==> config.mk <==
export PLATFORM = sky130hd
export DESIGN_NAME = cp0_exception_controller_flat
export DESIGN_NICKNAME = d
export VERILOG_FILES = /design/src/rtl/cp0_exception_controller_pkg.sv /design/src/rtl/cp0_exception_controller_if.sv /design/src/rtl/cp0_exception_controller_arbiter.sv /design/src/rtl/cp0_exception_controller.sv /design/src/flat_wrapper.sv
export SDC_FILE = /design/constraint.sdc
export NUM_CORES = 1
export LEC_CHECK = 0
export ABC_AREA = 1
export CAP_MARGIN = 20
export CORE_AREA = 2 2 89 91
export CTS_BUF_LIST = sky130_fd_sc_hd__clkbuf_4 sky130_fd_sc_hd__clkbuf_8 sky130_fd_sc_hd__clkbuf_16
export CTS_CLUSTER_SIZE = 40
export DETAILED_ROUTE_END_ITERATION = 8
export DIE_AREA = 0 0 91 93
export HOLD_SLACK_MARGIN = 0.1
export MAX_ROUTING_LAYER = met4
export PLACE_DENSITY = 0.79
export RECOVER_POWER = 25
export SETUP_SLACK_MARGIN = 0.02
export SLEW_MARGIN = 20
export SYNTH_ARGS = -nofsm -noshare
export SYNTH_HDL_FRONTEND = slang
export SYNTH_SLANG_ARGS = --single-unit
==> constraint.sdc <==
create_clock -name clk -period 1.32 [get_ports clk]
set_input_delay 0.264 -clock clk [delete_from_list [all_inputs] [get_ports clk]]
set_output_delay 0.264 -clock clk [all_outputs]
set_load 0.02 [all_outputs]
==> src/rtl/cp0_exception_controller_pkg.sv <==
// ---------------------------------------------------------------------------
// cp0_exception_controller_pkg
//   Shared constants and types for the CP0 exception controller:
//   - CP0 register indices (SR, Cause, EPC, PRId)
//   - exception codes used by the controller (Int, AdEL)
//   - exception handler entry address
//   - packed field views of SR and Cause, plus helpers that turn them into
//     the architectural 32-bit register layout
// ---------------------------------------------------------------------------
package cp0_exception_controller_pkg;

  // CP0 register indices
  localparam logic [4:0] CP0_IDX_SR    = 5'd12;
  localparam logic [4:0] CP0_IDX_CAUSE = 5'd13;
  localparam logic [4:0] CP0_IDX_EPC   = 5'd14;
  localparam logic [4:0] CP0_IDX_PRID  = 5'd15;

  // Exception codes
  localparam logic [4:0] EXC_INT  = 5'd0;
  localparam logic [4:0] EXC_ADEL = 5'd4;

  // Fetch redirect target when handle_exception is asserted
  localparam logic [31:0] HANDLER_ADDR = 32'h0000_4180;

  localparam logic [31:0] PRID_DEFAULT = 32'h5201_0000;

  // Only the implemented SR fields
  typedef struct packed {
    logic [5:0] im;
    logic       exl;
    logic       ie;
  } sr_t;

  // Only the implemented Cause fields
  typedef struct packed {
    logic       bd;
    logic [5:0] ip;
    logic [4:0] exc_code;
  } cause_t;

  // SR layout: IM [15:10], EXL [1], IE [0]
  function automatic logic [31:0] sr_to_word(input sr_t s);
    return {16'h0000, s.im, 8'h00, s.exl, s.ie};
  endfunction

  // Cause layout: BD [31], IP [15:10], ExcCode [6:2]
  function automatic logic [31:0] cause_to_word(input cause_t c);
    return {c.bd, 15'h0000, c.ip, 3'b000, c.exc_code, 2'b00};
  endfunction

  // EPC is always word aligned
  function automatic logic [31:0] word_align(input logic [31:0] w);
    return {w[31:2], 2'b00};
  endfunction

endpackage

==> src/rtl/cp0_exception_controller_if.sv <==
// ---------------------------------------------------------------------------
// cp0_exception_controller_if
//   Commit-point bundle between the pipeline (master) and CP0 (slave).
//   master drives: exc_valid, exc_EPC, exc_ExcCode, exc_BD, HWInt,
//                  cp0_we, cp0_addr, cp0_wdata, eret
//   slave drives:  cp0_rdata, handle_exception, EPC_out, EXL
// ---------------------------------------------------------------------------
interface cp0_exception_controller_if;

  logic        exc_valid;
  logic [31:0] exc_EPC;
  logic [4:0]  exc_ExcCode;
  logic        exc_BD;
  logic [5:0]  HWInt;
  logic        cp0_we;
  logic [4:0]  cp0_addr;
  logic [31:0] cp0_wdata;
  logic        eret;

  logic [31:0] cp0_rdata;
  logic        handle_exception;
  logic [31:0] EPC_out;
  logic        EXL;

  modport master (
    output exc_valid, exc_EPC, exc_ExcCode, exc_BD, HWInt,
           cp0_we, cp0_addr, cp0_wdata, eret,
    input  cp0_rdata, handle_exception, EPC_out, EXL
  );

  modport slave (
    input  exc_valid, exc_EPC, exc_ExcCode, exc_BD, HWInt,
           cp0_we, cp0_addr, cp0_wdata, eret,
    output cp0_rdata, handle_exception, EPC_out, EXL
  );

endinterface

==> src/rtl/cp0_exception_controller_arbiter.sv <==
// ---------------------------------------------------------------------------
// cp0_interrupt_arbiter
//   Purely combinational decision of whether CP0 takes an event this cycle.
//   Ports:
//     ie_i, exl_i, im_i     current SR fields
//     hwint_i               level-sensitive hardware interrupt lines
//     exc_valid_i           committed instruction carries an exception
//     int_req_o             enabled, unmasked interrupt pending
//     exc_req_o             exception request accepted (EXL clear)
//     handle_exception_o    take an event this cycle
// ---------------------------------------------------------------------------
module cp0_interrupt_arbiter (
  input  logic       ie_i,
  input  logic       exl_i,
  input  logic [5:0] im_i,
  input  logic [5:0] hwint_i,
  input  logic       exc_valid_i,
  output logic       int_req_o,
  output logic       exc_req_o,
  output logic       handle_exception_o
);

  logic [5:0] pending;

  // A line counts only when its own mask bit is set
  for (genvar gi = 0; gi < 6; gi++) begin : g_pending
    assign pending[gi] = hwint_i[gi] & im_i[gi];
  end

  assign int_req_o          = ie_i & ~exl_i & (|pending);
  assign exc_req_o          = exc_valid_i & ~exl_i;
  assign handle_exception_o = int_req_o | exc_req_o;

endmodule

==> src/rtl/cp0_exception_controller.sv <==
// ---------------------------------------------------------------------------
// cp0_exception_controller
//   Coprocessor 0 at the commit point: arbitrates interrupts against the
//   committed exception, records SR / Cause / EPC, and serves mtc0 / mfc0.
//   Ports:
//     clk    rising-edge clock
//     reset  synchronous, active-high; clears SR, Cause and EPC
//     bus    slave side of cp0_exception_controller_if
//              handle_exception  combinational, same cycle as the request
//              cp0_rdata         combinational read of the pre-edge value
//              EPC_out / EXL     current register contents
//   Parameter:
//     PRID   read-only value returned for register 15
// ---------------------------------------------------------------------------
module cp0_exception_controller
  import cp0_exception_controller_pkg::*;
#(
  parameter logic [31:0] PRID = PRID_DEFAULT
) (
  input  logic                          clk,
  input  logic                          reset,
  cp0_exception_controller_if.slave     bus
);

  sr_t         sr_q, sr_d;
  cause_t      cause_q, cause_d;
  logic [31:0] epc_q, epc_d;

  logic int_req;
  logic exc_req;
  logic take;
  logic wr_sr;
  logic wr_epc;

  cp0_interrupt_arbiter u_arbiter (
    .ie_i               (sr_q.ie),
    .exl_i              (sr_q.exl),
    .im_i               (sr_q.im),
    .hwint_i            (bus.HWInt),
    .exc_valid_i        (bus.exc_valid),
    .int_req_o          (int_req),
    .exc_req_o          (exc_req),
    .handle_exception_o (take)
  );

  assign wr_sr  = bus.cp0_we && (bus.cp0_addr == CP0_IDX_SR);
  assign wr_epc = bus.cp0_we && (bus.cp0_addr == CP0_IDX_EPC);

  // Next-state with per-field priority: taken event > eret > mtc0.
  always_comb begin
    sr_d    = sr_q;
    cause_d = cause_q;
    epc_d   = epc_q;

    // IM and IE are only ever changed by mtc0
    if (wr_sr) begin
      sr_d.im = bus.cp0_wdata[15:10];
      sr_d.ie = bus.cp0_wdata[0];
    end

    if (take) begin
      sr_d.exl = 1'b1;
    end else if (bus.eret) begin
      sr_d.exl = 1'b0;
    end else if (wr_sr) begin
      sr_d.exl = bus.cp0_wdata[1];
    end

    if (take) begin
      epc_d = word_align(bus.exc_EPC);
    end else if (wr_epc) begin
      epc_d = word_align(bus.cp0_wdata);
    end

    // Interrupt lines are sampled unconditionally
    cause_d.ip = bus.HWInt;

    // An interrupt wins over a simultaneous exception; the exception is
    // dropped and the instruction re-executes after eret.
    if (take) begin
      cause_d.bd       = bus.exc_BD;
      cause_d.exc_code = int_req ? EXC_INT : bus.exc_ExcCode;
    end
  end

  always_ff @(posedge clk) begin
    if (reset) begin
      sr_q    <= '0;
      cause_q <= '0;
      epc_q   <= '0;
    end else begin
      sr_q    <= sr_d;
      cause_q <= cause_d;
      epc_q   <= epc_d;
    end
  end

  // mfc0 read mux; unimplemented indices read as zero
  always_comb begin
    bus.cp0_rdata = 32'h0000_0000;
    case (bus.cp0_addr)
      CP0_IDX_SR:    bus.cp0_rdata = sr_to_word(sr_q);
      CP0_IDX_CAUSE: bus.cp0_rdata = cause_to_word(cause_q);
      CP0_IDX_EPC:   bus.cp0_rdata = epc_q;
      CP0_IDX_PRID:  bus.cp0_rdata = PRID;
      default:       bus.cp0_rdata = 32'h0000_0000;
    endcase
  end

  assign bus.handle_exception = take;
  assign bus.EPC_out          = epc_q;
  assign bus.EXL              = sr_q.exl;

  // exc_req is folded into take by the arbiter; kept visible for debug
  logic unused_exc_req;
  assign unused_exc_req = exc_req;

endmodule

==> src/flat_wrapper.sv <==
// flat-port wrapper written by rule: the top's interface ports become plain ports
module cp0_exception_controller_flat import cp0_exception_controller_pkg::*;
#(
  parameter logic [31:0] PRID = PRID_DEFAULT
)
  (clk, reset, bus_exc_valid, bus_exc_EPC, bus_exc_ExcCode, bus_exc_BD, bus_HWInt, bus_cp0_we, bus_cp0_addr, bus_cp0_wdata, bus_eret, bus_cp0_rdata, bus_handle_exception, bus_EPC_out, bus_EXL);
  cp0_exception_controller_if bus_i ();
  input  logic clk;
  input  logic reset;
  input wire logic [$bits(bus_i.exc_valid)-1:0] bus_exc_valid;
  input wire logic [$bits(bus_i.exc_EPC)-1:0] bus_exc_EPC;
  input wire logic [$bits(bus_i.exc_ExcCode)-1:0] bus_exc_ExcCode;
  input wire logic [$bits(bus_i.exc_BD)-1:0] bus_exc_BD;
  input wire logic [$bits(bus_i.HWInt)-1:0] bus_HWInt;
  input wire logic [$bits(bus_i.cp0_we)-1:0] bus_cp0_we;
  input wire logic [$bits(bus_i.cp0_addr)-1:0] bus_cp0_addr;
  input wire logic [$bits(bus_i.cp0_wdata)-1:0] bus_cp0_wdata;
  input wire logic [$bits(bus_i.eret)-1:0] bus_eret;
  output wire logic [$bits(bus_i.cp0_rdata)-1:0] bus_cp0_rdata;
  output wire logic [$bits(bus_i.handle_exception)-1:0] bus_handle_exception;
  output wire logic [$bits(bus_i.EPC_out)-1:0] bus_EPC_out;
  output wire logic [$bits(bus_i.EXL)-1:0] bus_EXL;
  assign bus_i.exc_valid = bus_exc_valid;
  assign bus_i.exc_EPC = bus_exc_EPC;
  assign bus_i.exc_ExcCode = bus_exc_ExcCode;
  assign bus_i.exc_BD = bus_exc_BD;
  assign bus_i.HWInt = bus_HWInt;
  assign bus_i.cp0_we = bus_cp0_we;
  assign bus_i.cp0_addr = bus_cp0_addr;
  assign bus_i.cp0_wdata = bus_cp0_wdata;
  assign bus_i.eret = bus_eret;
  assign bus_cp0_rdata = bus_i.cp0_rdata;
  assign bus_handle_exception = bus_i.handle_exception;
  assign bus_EPC_out = bus_i.EPC_out;
  assign bus_EXL = bus_i.EXL;
  cp0_exception_controller #(.PRID(PRID)) u_core (.clk(clk), .reset(reset), .bus(bus_i));
endmodule
; ---- Word level (Yosys, flattened, before mapping)
; Cells that the tools add are included.
[op_classes]
reduce_logical = 5
div = 0
shift = 0
muxes = 7
n_mul = 0
add_sub_neg = 0
eq_ne = 4
bitwise_logic = 11
magnitude_cmp = 0
[op_table]
columns = operator, count
row1 = 32-bit one-hot mux with 4 select lines, 1
row2 = 32-bit 2-to-1 mux, 2
row3 = 5-bit by 4-bit equality test with 1-bit output (second input constant), 4
row4 = 1-bit bitwise AND, 9
row5 = 6-bit OR reduction, 1
row6 = 5-bit 2-to-1 mux, 1
row7 = 1-bit 2-to-1 mux, 3
row8 = 3-bit nonzero test, 1
row9 = 1-bit logical AND, 2
row10 = 2-bit nonzero test, 1
row11 = 1-bit NOT, 1
row12 = 1-bit OR, 1
[totals]
latchBits = 0
romBits = 0
mem_count = 0
ff_bits = 50
wordCells = 34
ram_bits = 0
output_inout_bits = 66

; ---- Depth between registers and ports, before layout
; Gate-level depths: netlist (run 1).
[depth]
depth_word = 5
depth_mapped = 10
depth_no_buf = 9

; ---- Cells and area by module
; Synthesis (run 1) repeated with hierarchy kept, for this count alone.
[unflattened]
hier_cells = 472
hier_area_um2 = 2782.7
[by_module_without_submodules]
columns = module, cells_each, area_each_um2, instances
row1 = cp0_exception_controller, 452, 2707.6, 1
row2 = cp0_interrupt_arbiter, 20, 75.1, 1

; ---- Worst setup path after synthesis (run 1)
; OpenSTA, ideal clock, no wires.
[synth_timing]
path_kind = input port to output port
start = input port bus_cp0_addr[3]
end = output port bus_cp0_rdata[10]
t_required_ns = 1.056
t_arrival_ns = 1.228
stages = 6
path_buffers = 2
path_slack_ns = -0.172
cell_sequence = nand2_1 > nor2_4 > buf_4 > buf_6 > nand2_2 > o211ai_1
[synth_via]
elab_chain_len = 2
elab_cells_between_ends = 5
cone_classes = 4 x eq/ne / 1 x mux
[synth_lines]
columns = item, line
row1 = start: declaration, flat_wrapper.sv:16  ; input wire logic [$bits(bus_i.cp0_addr)-1:0] bus_cp0_addr;
row2 = 5-bit by 4-bit equality test with 1-bit output, cp0_exception_controller.sv:101  ; case (bus.cp0_addr)
row3 = 32-bit one-hot mux with 4 select lines *, cp0_exception_controller.sv:101
row4 = end: declaration, flat_wrapper.sv:19  ; output wire logic [$bits(bus_i.cp0_rdata)-1:0] bus_cp0_rdata;
; Every way passes the cells marked *; elsewhere a longest branch is shown, timed or not.

; ---- Worst setup path after layout (run 1)
[layout_timing]
start = input port bus_cp0_addr[0]
end = output port bus_cp0_rdata[30]
; The elaborated chain is that of the path after synthesis.

==> flow_results.org, run 1 <==
** Timing
- Post-layout minimum cycle time :: approximately 1.5 ns
- Across all setup checks in the final design, the least slack found is -0.211 ns.
- Setup repair after global routing could not meet its margin everywhere.
- The number of max-slew violations in the final report is 0.
- Hold Violations, Final :: 0
- Timing would allow up to around 0.65 GHz.
- Setup violations remaining at the end of the flow were counted as 65.
- Skew final :: roughly 0.0088 ns
- Final Cycle Share :: 116%

** Worst setup path
- Kind of cell adding the most delay to the critical path :: buffers and inverters
- The critical path in this run is classified as in -> out.
- Maximum fanout along the worst path :: 5
- The worst setup path is launched from an input pin.
- Worst path required time :: roughly 1.1 ns
- Arrival time worst endpoint :: around 1.3 ns
- CP endpoint kind :: output pin
- Highest cell delay on the worst timing path :: approximately 0.18 ns
- The most numerous cell type found on the critical path is sky130_fd_sc_hd__buf_6.
- Cell Chain, Critical Path :: buf_6 > buf_6 > nor2_4 > buf_6 > buf_6 > nand3_2 > nand2_2 > buf_6
- Count of buffer and inverter cells on the critical path :: 5
- On the critical path, the stage with the largest delay is an instance of sky130_fd_sc_hd__nor2_4.

** Floorplan
- The floorplan has 32 rows.
- Vert. Die Dim :: 93 um
- Total Die Area :: about 8500 um^2
- The initial utilization of the core area, before any placement, comes to 38.8%.
- Standard cell core area :: approximately 7500 um^2
- 152 I/O pins were placed.
- The floorplan step set the die width to just over 90 um.

** Clock tree
- Clock buffer count from CTS :: 5
- The cell sitting at the root of the clock tree is a sky130_fd_sc_hd__clkbuf_8.
- Sinks on Clock Net :: 50
- Hold repair after CTS inserted 0 buffers.
- Clock input transition at the sequential cells of the worst setup and hold paths :: roughly 0.090 ns
- The clock passes through at most 2 buffers.
- In this run the number of H-tree levels came out at 2.
- Clock tree from TritonCTS :: done
- Clk Latency, worst-skew pair :: 0.31 ns

** Global routing
- Wire length of the first global-routing pass :: about 20000 um
- The number of global-route vias before repair is slightly above 4000.
- Global routing consumed, over all layers together, 29.5% of the routing resources.
- Maximum number of pins on one net before global-route repair :: 71
- Total gr overflow :: 0
- Antenna violations before repair :: 0

** Run status
- The final reports fail on negative setup slack.
- Run status :: finished with violations

** Drt
- The final layout contains routed wiring with a total length of approximately 14000 um.
- Total via count after detailed routing :: roughly 4300
- In this run, the number of DRC markers left after iteration 0 of detailed routing was between 300 and 400.
- In the final routed layout, each cell accounts on average for between 15 and 20 um.
- Number of iterations in the first detailed-routing pass :: 5
- After detailed routing, the number of remaining DRC violations is 0.
- Dividing the detail-routed via count by the number of cells gives ~5.5.
- Remaining number of nets flagged by the antenna check after routing :: 0

** Synth
- In this run the mean area of a mapped cell was 6.40 um^2.
- Post-Synthesis Cells :: about 460
- Synthesis instantiated 20 different standard cells from the library.
- Register area share after synthesis :: between 30 and 40%
- The Yosys step of the flow raised 0 warnings.
- Mapped cell area :: between 2000 and 3000 um^2
- Post-synthesis register bit count :: 50

** Placement
- Global placer's final weighted congestion :: 0.957
- Post-detailed-placement half-perimeter wirelength :: about 8200 um
- Input/output buffers :: approximately 150

** Layout
- Final nets :: approximately 760
- The post-route netlist has a little under 40% of its cells at a drive strength greater than 1.
- Area Growth Syn to Fin :: 95.9%
- Final Util :: roughly 76%
- Commonest non-fill, non-tap cell in the layout :: sky130_fd_sc_hd__buf_4
- In the layout the commonest cells are 75 x sky130_fd_sc_hd__buf_4, 70 x sky130_fd_sc_hd__clkdlybuf4s50_1, 69 x sky130_fd_sc_hd__nand2_1.

** Flow run
- Max-capacitance violation count :: 0

** Worst hold path
- In this run the worst hold path is classified as in -> reg.

** Power
- The design draws ~4 mW.
- Power spread over the standard cell area amounts to 705 nW/um^2.
- Maximum resistive drop on vdd :: 484 uV
- For this design the static power due to leakage is 2.65 nW.
## state kept, by name, summed over array words and instances (netlist names)
name / cells
u_core.sr_q: 7
u_core.cause_q: 12
u_core.bus.EPC_out: 30
u_core.bus.EXL: 1
## final timing paths
kind	startpoint	end	slack, ns	cells past startpoint
setup / recovery	bus_cp0_addr[0]	bus_cp0_rdata[30]	-0.21	8
hold / removal	bus_HWInt[1]	u_core.cause_q[6]$_SDFF_PP0_	0.20	3
setup reg to reg	u_core.sr_q[5]$_SDFFE_PP0P_	u_core.bus.EPC_out[7]$_SDFFE_PP0P_	-0.18	10
hold reg to reg	u_core.sr_q[6]$_SDFFE_PP0P_	u_core.sr_q[6]$_SDFFE_PP0P_	0.49	2
## metrics by stage
| step | cell area [um^2] | setup slack (ns) | setup TNS, ns | hold slack (ns) | instances |
|---|---|---|---|---|---|
| 2_1_floorplan | 2990 | -0.110 | -1.69 | 0.371 | 457 |
| 5_1_grt | 5720 | -0.264 | -11.40 | 0.213 | 772 |
| 3_5_place_dp | 4950 | -1.07 | -64.45 | 0.476 | 738 |
| 4_1_cts | 5480 | -0.181 | -8.13 | 0.295 | 764 |
| 3_3_place_gp | 4950 | -1.06 | -61.91 | 0.454 | 738 |
| 6_report | 5720 | -0.211 | -7.56 | 0.204 | 773 |
## cells in the mapped netlist
library cell / number / share of area (%)
sky130_fd_sc_hd__a211oi_1: 5 / 1.3
sky130_fd_sc_hd__a21oi_1: 39 / 6.7
sky130_fd_sc_hd__a32o_1: 1 / 0.34
sky130_fd_sc_hd__buf_2: 17 / 2.9
sky130_fd_sc_hd__buf_4: 5 / 1.3
sky130_fd_sc_hd__buf_6: 2 / 0.77
sky130_fd_sc_hd__clkbuf_1: 16 / 2.1
sky130_fd_sc_hd__conb_1: 1 / 0.13
sky130_fd_sc_hd__dfxtp_1: 50 / 34
sky130_fd_sc_hd__inv_1: 68 / 8.7
sky130_fd_sc_hd__inv_2: 1 / 0.13
sky130_fd_sc_hd__nand2_1: 86 / 11
sky130_fd_sc_hd__nand2_2: 3 / 0.64
sky130_fd_sc_hd__nand3_1: 47 / 8.1
sky130_fd_sc_hd__nand4_1: 60 / 13
sky130_fd_sc_hd__nor2_1: 33 / 4.2
sky130_fd_sc_hd__nor2_2: 1 / 0.21
sky130_fd_sc_hd__nor2_4: 1 / 0.39
sky130_fd_sc_hd__o211ai_1: 6 / 1.5
sky130_fd_sc_hd__o21ai_0: 14 / 2.4
## per-layer routing
layer  routed length, um  track usage (%)  part of all wire, %  vias to the layer above
met5                   0                -                    0                        -
met2                6830             51.5                   50                      298
met1                5050             32.8                   37                     1948
met3                1260             5.64                  9.1                       83
met4                 649             13.4                  4.7                        0
li1                    -                -                    -                     1947
## cell type report
type                       count  area (um^2)
inverter                      69          259
clock buffer                   5         68.8
fill                         571         1810
sequential                    50         1030
multi-input combinational    298         1830
timing repair buffer         245         2390
tap                          102          128
antenna                        1         2.50
clock inverter                 3         21.3
## power by group
part | switching (mW) | leakage (nW) | internal, mW
Combinational | 0.720 | 2.19 | 0.689
Sequential | 0.0743 | 0.421 | 1.63
Clock | 0.549 | 0.0441 | 0.374
## logic make-up (layout without fill, tap and decap cells)
group                  count (synthesis)  count (layout)  share of synthesized area [%]
AND/OR/NAND/NOR                      231             231                           37.4
buffers and inverters                109             322                           15.9
AO/OA/AOI/OAI                         65              65                           12.3
flip-flops                            50              50                           34.3
other                                  1               3                          0.128
## worst reg2reg max path, cell delays in order (launching register included)
cell and delay [ns]:
sky130_fd_sc_hd__dfxtp_2 0.34, sky130_fd_sc_hd__nand2_2 0.06, sky130_fd_sc_hd__nand2_2 0.07, sky130_fd_sc_hd__nor2_4 0.12, sky130_fd_sc_hd__nand2_2 0.08, sky130_fd_sc_hd__nand2_4 0.08, sky130_fd_sc_hd__buf_6 0.17, sky130_fd_sc_hd__clkbuf_16 0.17
sky130_fd_sc_hd__nand3_1 0.07, sky130_fd_sc_hd__nand2_1 0.13, sky130_fd_sc_hd__a21oi_1 0.08
## repair_timing
item,CTS,global route
pin swaps,14,21
gates resized for setup,402,76
setup endpoints to repair,108,93
buffers inserted,15,3
gates cloned,3,6
(Power assumes the default switching activity.)
==> run 2: changes to the inputs <==
Clock period 1.32 ns to 1.6 ns, I/O delays scaled along.
==> run 2 against run 1 <==
The flow now finishes without violations. Sequential power down 18%. Largest cell class unchanged. Register-to-register slack better by 0.29 ns. Highest routed layer unchanged. Die area is the same.
==> flow_results.org, run 2 (synthesized netlist as in run 1, its figures left out) <==
** Run status
- Run status :: completed

** Clock tree
- Clock-pin slew was measured on the worst setup and hold paths at approximately 0.09 ns.
- TritonCTS built the clock tree.
- Number of buffers between clock root and the deepest sink :: 2
- The clock tree synthesis step divided the H-tree into 2 levels.
- For this design, the CTS-stage hold fixing added 0 buffers.
- Sinks on Clock Net :: 50
- In this run the clock root is driven by a sky130_fd_sc_hd__clkbuf_8.
- Clock buffer count from CTS :: 5
- Clk Latency, worst-skew pair :: 0.30 ns

** Layout
- Final Util :: between 60% and 70%
- Fraction of layout instances using a drive strength above 1 :: roughly 21%
- Compared with the post-synthesis result, the final layout area differs by 70.9%.
- The register with the most flip-flops in the layout has 30 of them.
- The filler cells instantiated in the layout total between 600 and 700.
- Leaving out fill and tap cells, the most frequent cell in the layout is sky130_fd_sc_hd__nand2_1.
- Antenna diode instance count :: 0
- The count of cells in the finished layout, fillers not included, comes to 721.
- Final nets :: slightly above 700
- Most used cells in the layout excluding fill and tap cells :: 77 x sky130_fd_sc_hd__nand2_1, 71 x sky130_fd_sc_hd__clkdlybuf4s50_1, 67 x sky130_fd_sc_hd__inv_1

** Worst setup path
- The critical path is of the in -> out type.
- The worst setup path is launched from an input pin.
- On the worst path, the slowest cell contributes a delay of 0.19 ns.
- The signal on the critical path passes through buf_6 > nand2_4 > nor2_4 > buf_4 > buf_6 > nand3_1 > o211ai_1 > buf_4.
- The startpoint identified for the worst register-to-register timing path is u_core.sr_q[6]$_SDFFE_PP0P_.
- Launching instance or port of the critical path :: bus_cp0_addr[2]
- The worst setup path is captured at an output pin.
- Together, buffers and inverters on the worst path number 4.
- Of all nets on the critical path, the largest fanout is 5.
- For the worst setup path, the data required time is between 1 and 1.5 ns.
- In this design, the largest share of critical-path delay is due to buffers and inverters.
- Worst-path cell with the longest stage delay :: sky130_fd_sc_hd__nor2_4
- For the worst setup path, the data arrival time is ~1.3 ns.

** Drt
- Total routed wirelength :: 11200 um
- Via-to-Cell Ratio :: 5.25
- For this run, the detailed router's first-pass iteration total came to 6.
- Detailed routing inserted a total of around 3800 vias.
- In the routed design, unresolved DRC markers number 0.
- In this run the remaining antenna-violating nets after routing total 0.
- Dividing the detail-routed wire length by the instance count gives 15.5 um.
- DR iter-0 viols :: roughly 180

** Floorplan
- The floorplan step set the die height to between 90 and 100 um.
- Core Rows :: 32
- The floorplan step set the die width to between 90 and 100 um.
- about 150 I/O pins were placed.
- Standard cell core area :: between 7000 and 8000 um^2
- Initial core utilization :: 38.8%
- The die covers about 8500 um^2.

** Timing
- Hold timing on the final database bottoms out at a slack of around 0.27 ns.
- Derived from the worst setup path, the maximum achievable clock frequency is about 0.63 GHz.
- The number of max-slew violations in the final report came to 0.
- Setup violations remaining at the end of the flow were counted as 0.
- Summed over all failing endpoints, the final setup total negative slack is 0 ns.
- The number of failing hold endpoints at the final stage was 0.
- Skew final :: 0.00354 ns
- Setup repair after global routing could not meet its margin everywhere.
- Of the available clock period, the critical path in the final layout requires just under 100%.
- Counting I/O delays and the setup requirement, the final critical path takes around 1.6 ns.

** Global routing
- The initial antenna violation count is 0.
- Global routing finished with a remaining overflow of 0.
- Entering global routing, the biggest net connects roughly 70 pins.
- Wire length of the first global-routing pass :: between 15000 and 20000 um
- The number of global-route vias before repair came to ~3600.
- Global routing consumed, over all layers together, 25.9% of the routing resources.

** Power
- Comb power frac :: 29.6%
- The internal power of the cells totals ~2.1 mW.
- Summed over all cells, the static leakage comes to between 2 and 2.5 nW.
- The share of total power dissipated in the clock network is 25.2%.
- For this design the total switching power over the nets is about 0.96 mW.
- Switching Share :: a little under a third
- In this run the power density over the cells is slightly above 600 nW/um^2.
- Share of power burned in registers :: between 40% and 50%
- Maximum resistive drop on vdd :: 312 uV

** Placement
- Detailed placement finished with a half-perimeter wire length of ~7700 um.
- Once placement completed, the tool counted placed cells totaling between 700 and 800.
- Input/output buffers :: 147
- The congestion estimate from routability-driven global placement came to 0.946.

** Flow run
- Max-cap violations in this run came to 0.

** Worst hold path
- In this run the worst hold path is classified as in -> reg.
- The startpoint identified for the worst hold timing path is bus_HWInt[0].
run 2: power groups by stage:
stage          Clock [mW]  Combinational (mW)  Sequential, mW
5_1_grt             0.841               0.997            1.41
2_1_floorplan           0               0.340            1.49
4_1_cts             0.805               0.893            1.40
3_5_place_dp            0               0.902            1.43
3_3_place_gp            0               0.887            1.43
6_report            0.783               0.921            1.40
run 2: worst reg2reg max path: cells and delay by family (launching register included):
family / cells / cell delay [ns]
flip-flops: 1 / 0.33
AO/OA/AOI/OAI: 1 / 0.06
buffers and inverters: 2 / 0.37
AND/OR/NAND/NOR: 7 / 0.61
run 2: worst paths after layout:
check | slack (ns) | to | cells past startpoint
hold / removal | 0.27 | u_core.cause_q[5]$_SDFF_PP0_ | 3
setup / recovery | 0.008 | bus_cp0_rdata[14] | 8
setup reg to reg | 0.11 | u_core.bus.EPC_out[26]$_SDFFE_PP0P_ | 10
hold reg to reg | 0.46 | u_core.cause_q[2]$_SDFFE_PP0P_ | 2
run 2: metal layers:
metal	wire length, um	GRT usage, %	up-vias
met2	5730	46.9	169
met1	4480	29.3	1765
met5	0	-	-
li1	-	-	1838
met3	719	3.71	16
met4	250	9.22	0
run 2: layout make-up:
type	instances	area (um^2)	share of cell area [%]
Clock buffer	7	90.1	1.81
Clock inverter	1	5.00	0.100
Inverter	69	259	5.19
Multi-Input combinational cell	298	1620	32.5
Sequential cell	50	1000	20.1
Tap cell	102	128	2.56
Timing Repair Buffer	194	1880	37.7
run 2: timing repair:
action,CTS,global route
gates cloned,2,0
endpoints found under the setup margin,107,67
gates resized for setup,244,47
pin swaps,11,9
setup buffers,9,1
hold endpoints to repair,0,0
run 2: metrics by stage:
step	area, um^2	total power [mW]	worst slack, ns
after floorplan	2940	1.83	0.0335
after global placement	4670	2.31	-0.774
after detailed placement	4670	2.33	-0.875
after CTS	4820	3.10	0.0253
after global routing	4990	3.25	-0.0312
final	4990	3.11	0.00831
==> run 3: changes to the inputs <==
Settings changed: CAP_MARGIN 20 to 5, CORE_AREA 2 2 89 91 to 2 2 63 125, DIE_AREA 0 0 91 93 to 0 0 65 127, SYNTH_HIERARCHICAL set to 1.
==> run 3 against run 2 <==
Largest cell class unchanged. Total power increased by 19%. Cell count rose by 1.7%. Sequential power about the same. The flow now finishes with violations (negative setup slack).
==> flow_results.org, run 3 <==
** Timing
- The number of max-slew violations in the final report came to 0.
- For this run, the top clock speed supported by timing is between 0.6 and 0.7 GHz.
- RSZ-0062 raised after global routing :: yes
- After layout, the worst setup slack is -0.00688 ns.
- The number of failing hold endpoints at the final stage came to 0.
- Final number of setup-violating endpoints :: 1
- On the final layout, the worst clock skew is roughly 0.0041 ns.
- Post-layout minimum cycle time :: about 1.6 ns
- Final Cycle Share :: 100%

** Power
- Summed over all cells, the static leakage comes to between 2 and 3 nW.
- Internal power :: 2.64 mW
- Switching power of the nets :: about 1.1 mW
- Overall Power :: roughly 3.7 mW
- Power spread over the standard cell area amounts to between 700 and 800 nW/um^2.
- Comb power frac :: slightly below 30%
- Clock Power Share :: 32.8%
- Switching Share :: between 20% and 30%
- Maximum resistive drop on vdd :: approximately 520 uV
- Sequential cells burn 37.6% of the power.

** Synth
- The average instance in the mapped netlist occupies between 5 and 6 um^2.
- Synthesis warning total :: 6
- Mapped cell area :: around 2800 um^2
- Post-Synthesis Cells :: between 400 and 500

** Drt
- Number of iterations in the first detailed-routing pass :: 4
- Using the TritonRoute via totals, the vias-per-cell ratio works out to a little under 5.
- In the routed design, unresolved DRC markers number 0.
- In the final routed layout, each cell accounts on average for about 15 um.
- Detailed routing inserted a total of about 3600 vias.
- The count of nets left with antenna violations once routing finished came out at 0.
- DR iter-0 viols :: around 160
- The final layout contains routed wiring with a total length of about 11000 um.

** Floorplan
- The core region is approximately 7200 um^2.
- The floorplan step defined a die boundary enclosing 8260 um^2.
- Vert. Die Dim :: 127 um
- I/O pins :: 152
- X dimension of the die :: 65 um
- Core Rows :: 44
- For this configuration, the core starts out at a cell density of 38.5%.

** Worst setup path
- By instance count, the cell type seen most on the critical path is sky130_fd_sc_hd__nand2_2.
- CP startpoint kind :: flop
- Worst setup path class :: reg -> reg
- Setup slack of the worst register-to-register path :: -0.007 ns
- Launching instance or port of the critical path :: u_core/sr_q[3]$_SDFFE_PP0P_
- Together, buffers and inverters on the worst path number 3.
- Highest cell delay on the worst timing path :: between 0.3 and 0.4 ns
- Worst path required time :: around 1.8 ns
- Worst-path cell with the longest stage delay :: sky130_fd_sc_hd__dfxtp_1
- Traced cell by cell, the critical path runs through nand2_1 > nand2_1 > nor2_1 > nand2_2 > nand2_2 > nand2_2 > buf_6 > inv_8 > or2_4 > o22ai_2 > inv_1 > nor2_1.
- Maximum fanout along the worst path :: 9
- Launch point of the worst reg-to-reg path :: u_core/sr_q[3]$_SDFFE_PP0P_
- In this design, the largest share of critical-path delay is due to simple AND/OR/NAND/NOR gates.
- The worst setup path is captured at a flop.
- Arrival time worst endpoint :: roughly 1.8 ns

** Run status
- The flow ran to the end, but the final reports show violations.
- The checks that failed: negative setup slack.

** Layout
- The multi-input combinational cells in the finished layout cover a total of around 1600 um^2.
- Of the cells placed in the final design, the portion with a size suffix greater than 1 is between 20% and 30%.
- Across the whole layout, storage elements account for roughly 1000 um^2.
- After filler insertion, the fill cell instance count of the layout stands at roughly 650.
- Leaving out fill and tap cells, the most frequent cell in the layout is sky130_fd_sc_hd__nand2_1.
- The library cells used most frequently in the layout, excluding fill and tap cells, are 145 x sky130_fd_sc_hd__nand2_1, 85 x sky130_fd_sc_hd__nor2_1, 77 x sky130_fd_sc_hd__clkdlybuf4s50_1.
- Post-route cell area :: 5030 um^2
- 0 antenna diodes ended up in the layout.
- Final nets :: between 700 and 800
- The register with the most flip-flops in the layout has 30 of them.
- Area Growth Syn to Fin :: 81.0%

** Worst hold path
- In this run the most critical hold path is launched from bus_HWInt[2].
- Kind of path behind the tightest hold check :: in -> reg

** Global routing
- Total gr overflow :: 0
- The initial antenna violation count is 0.
- Entering global routing, the biggest net connects 37 pins.
- Number of global-route vias before repair :: around 3500
- GRT Overall Usage :: between 20% and 30%
- Wire length of the first global-routing pass :: ~16000 um

** Clock tree
- TritonCTS created 5 clock buffers.
- Clock input transition at the sequential cells of the worst setup and hold paths :: about 0.060 ns
- The H-tree was split into 2 levels.
- Clk Latency, worst-skew pair :: roughly 0.29 ns
- TritonCTS built the clock tree.
- The cell sitting at the root of the clock tree is a sky130_fd_sc_hd__clkbuf_16.
- The clock net in this run drives a total of 50 sinks.
- Number of buffers between clock root and the deepest sink :: 2
- Hold-fix buffer count after cts :: 0

** Placement
- Detailed placement finished with a half-perimeter wire length of 7890 um.
- In this run the cell area measured after placement is ~4500 um^2.
- Global placer's final weighted congestion :: between 0.9 and 1
- Input and output buffers added on the ports amount to roughly 150.

** Flow run
- Max-cap violations in this run came to 0.
run 3: power groups by stage:
stage          Combinational [mW]  Clock [mW]  Sequential, mW
2_1_floorplan               0.398           0            1.49
4_1_cts                      1.02        1.24            1.39
3_5_place_dp                0.977           0            1.42
6_report                     1.09        1.21            1.39
5_1_grt                      1.18        1.29            1.40
3_3_place_gp                0.962           0            1.41
run 3: layout make-up:
type / instances / share of cell area, %
flip-flops and latches: 50 / 20.0
well taps: 92 / 2.29
multi-input cells: 332 / 31.6
inverters: 63 / 5.20
clock buffers: 6 / 2.76
repair buffers: 188 / 37.4
clock inverters: 1 / 0.597
repair inverters: 1 / 0.174
run 3: routing by layer:
metal  share of wire, %  routed length [um]  global-route usage [%]
met1                 33                3720                    23.4
met2                 56                6340                    50.8
met3                5.0                 565                    3.43
met4                6.1                 694                    16.0
met5                  0                   0                       -
run 3: worst paths after layout:
kind                                                       end  depth (start not counted)
worst min register to register     u_core/sr_q[3]$_SDFFE_PP0P_                          2
worst max-delay path            u_core/cause_q[4]$_SDFFE_PP0P_                         12
worst min-delay path              u_core/cause_q[7]$_SDFF_PP0_                          3
worst max register to register  u_core/cause_q[4]$_SDFFE_PP0P_                         12
run 3: through the flow:
step	setup slack (ns)	util, %	std cells	hold slack, ns	TNS, ns
after floorplan	0.0217	-	472	0.427	0
after global placement	-0.917	62.2	715	0.480	-46.28
after detailed placement	-0.926	62.2	715	0.482	-48.91
after CTS	0.0119	66.5	728	0.399	0
after global routing	-0.0873	69.8	733	0.413	-0.690
final	-0.00688	69.8	733	0.401	-0.00688
run 3: what timing repair did:
| item | in CTS | in global routing |
|---|---|---|
| cloned | 1 | 5 |
| buffers inserted | 5 | 0 |
| pin swaps | 16 | 9 |
| gates resized for setup | 253 | 55 |
| endpoints found under the setup margin | 80 | 78 |
run 3: worst register-to-register path, cell delays in order, from the launching register on:
cell	delay (ns)
sky130_fd_sc_hd__dfxtp_1	0.37
sky130_fd_sc_hd__nand2_1	0.06
sky130_fd_sc_hd__nand2_1	0.06
sky130_fd_sc_hd__nor2_1	0.04
sky130_fd_sc_hd__nand2_2	0.08
sky130_fd_sc_hd__nand2_2	0.07
sky130_fd_sc_hd__nand2_2	0.09
sky130_fd_sc_hd__buf_6	0.13
sky130_fd_sc_hd__inv_8	0.06
sky130_fd_sc_hd__or2_4	0.28
sky130_fd_sc_hd__o22ai_2	0.11
sky130_fd_sc_hd__inv_1	0.09
sky130_fd_sc_hd__nor2_1	0.10
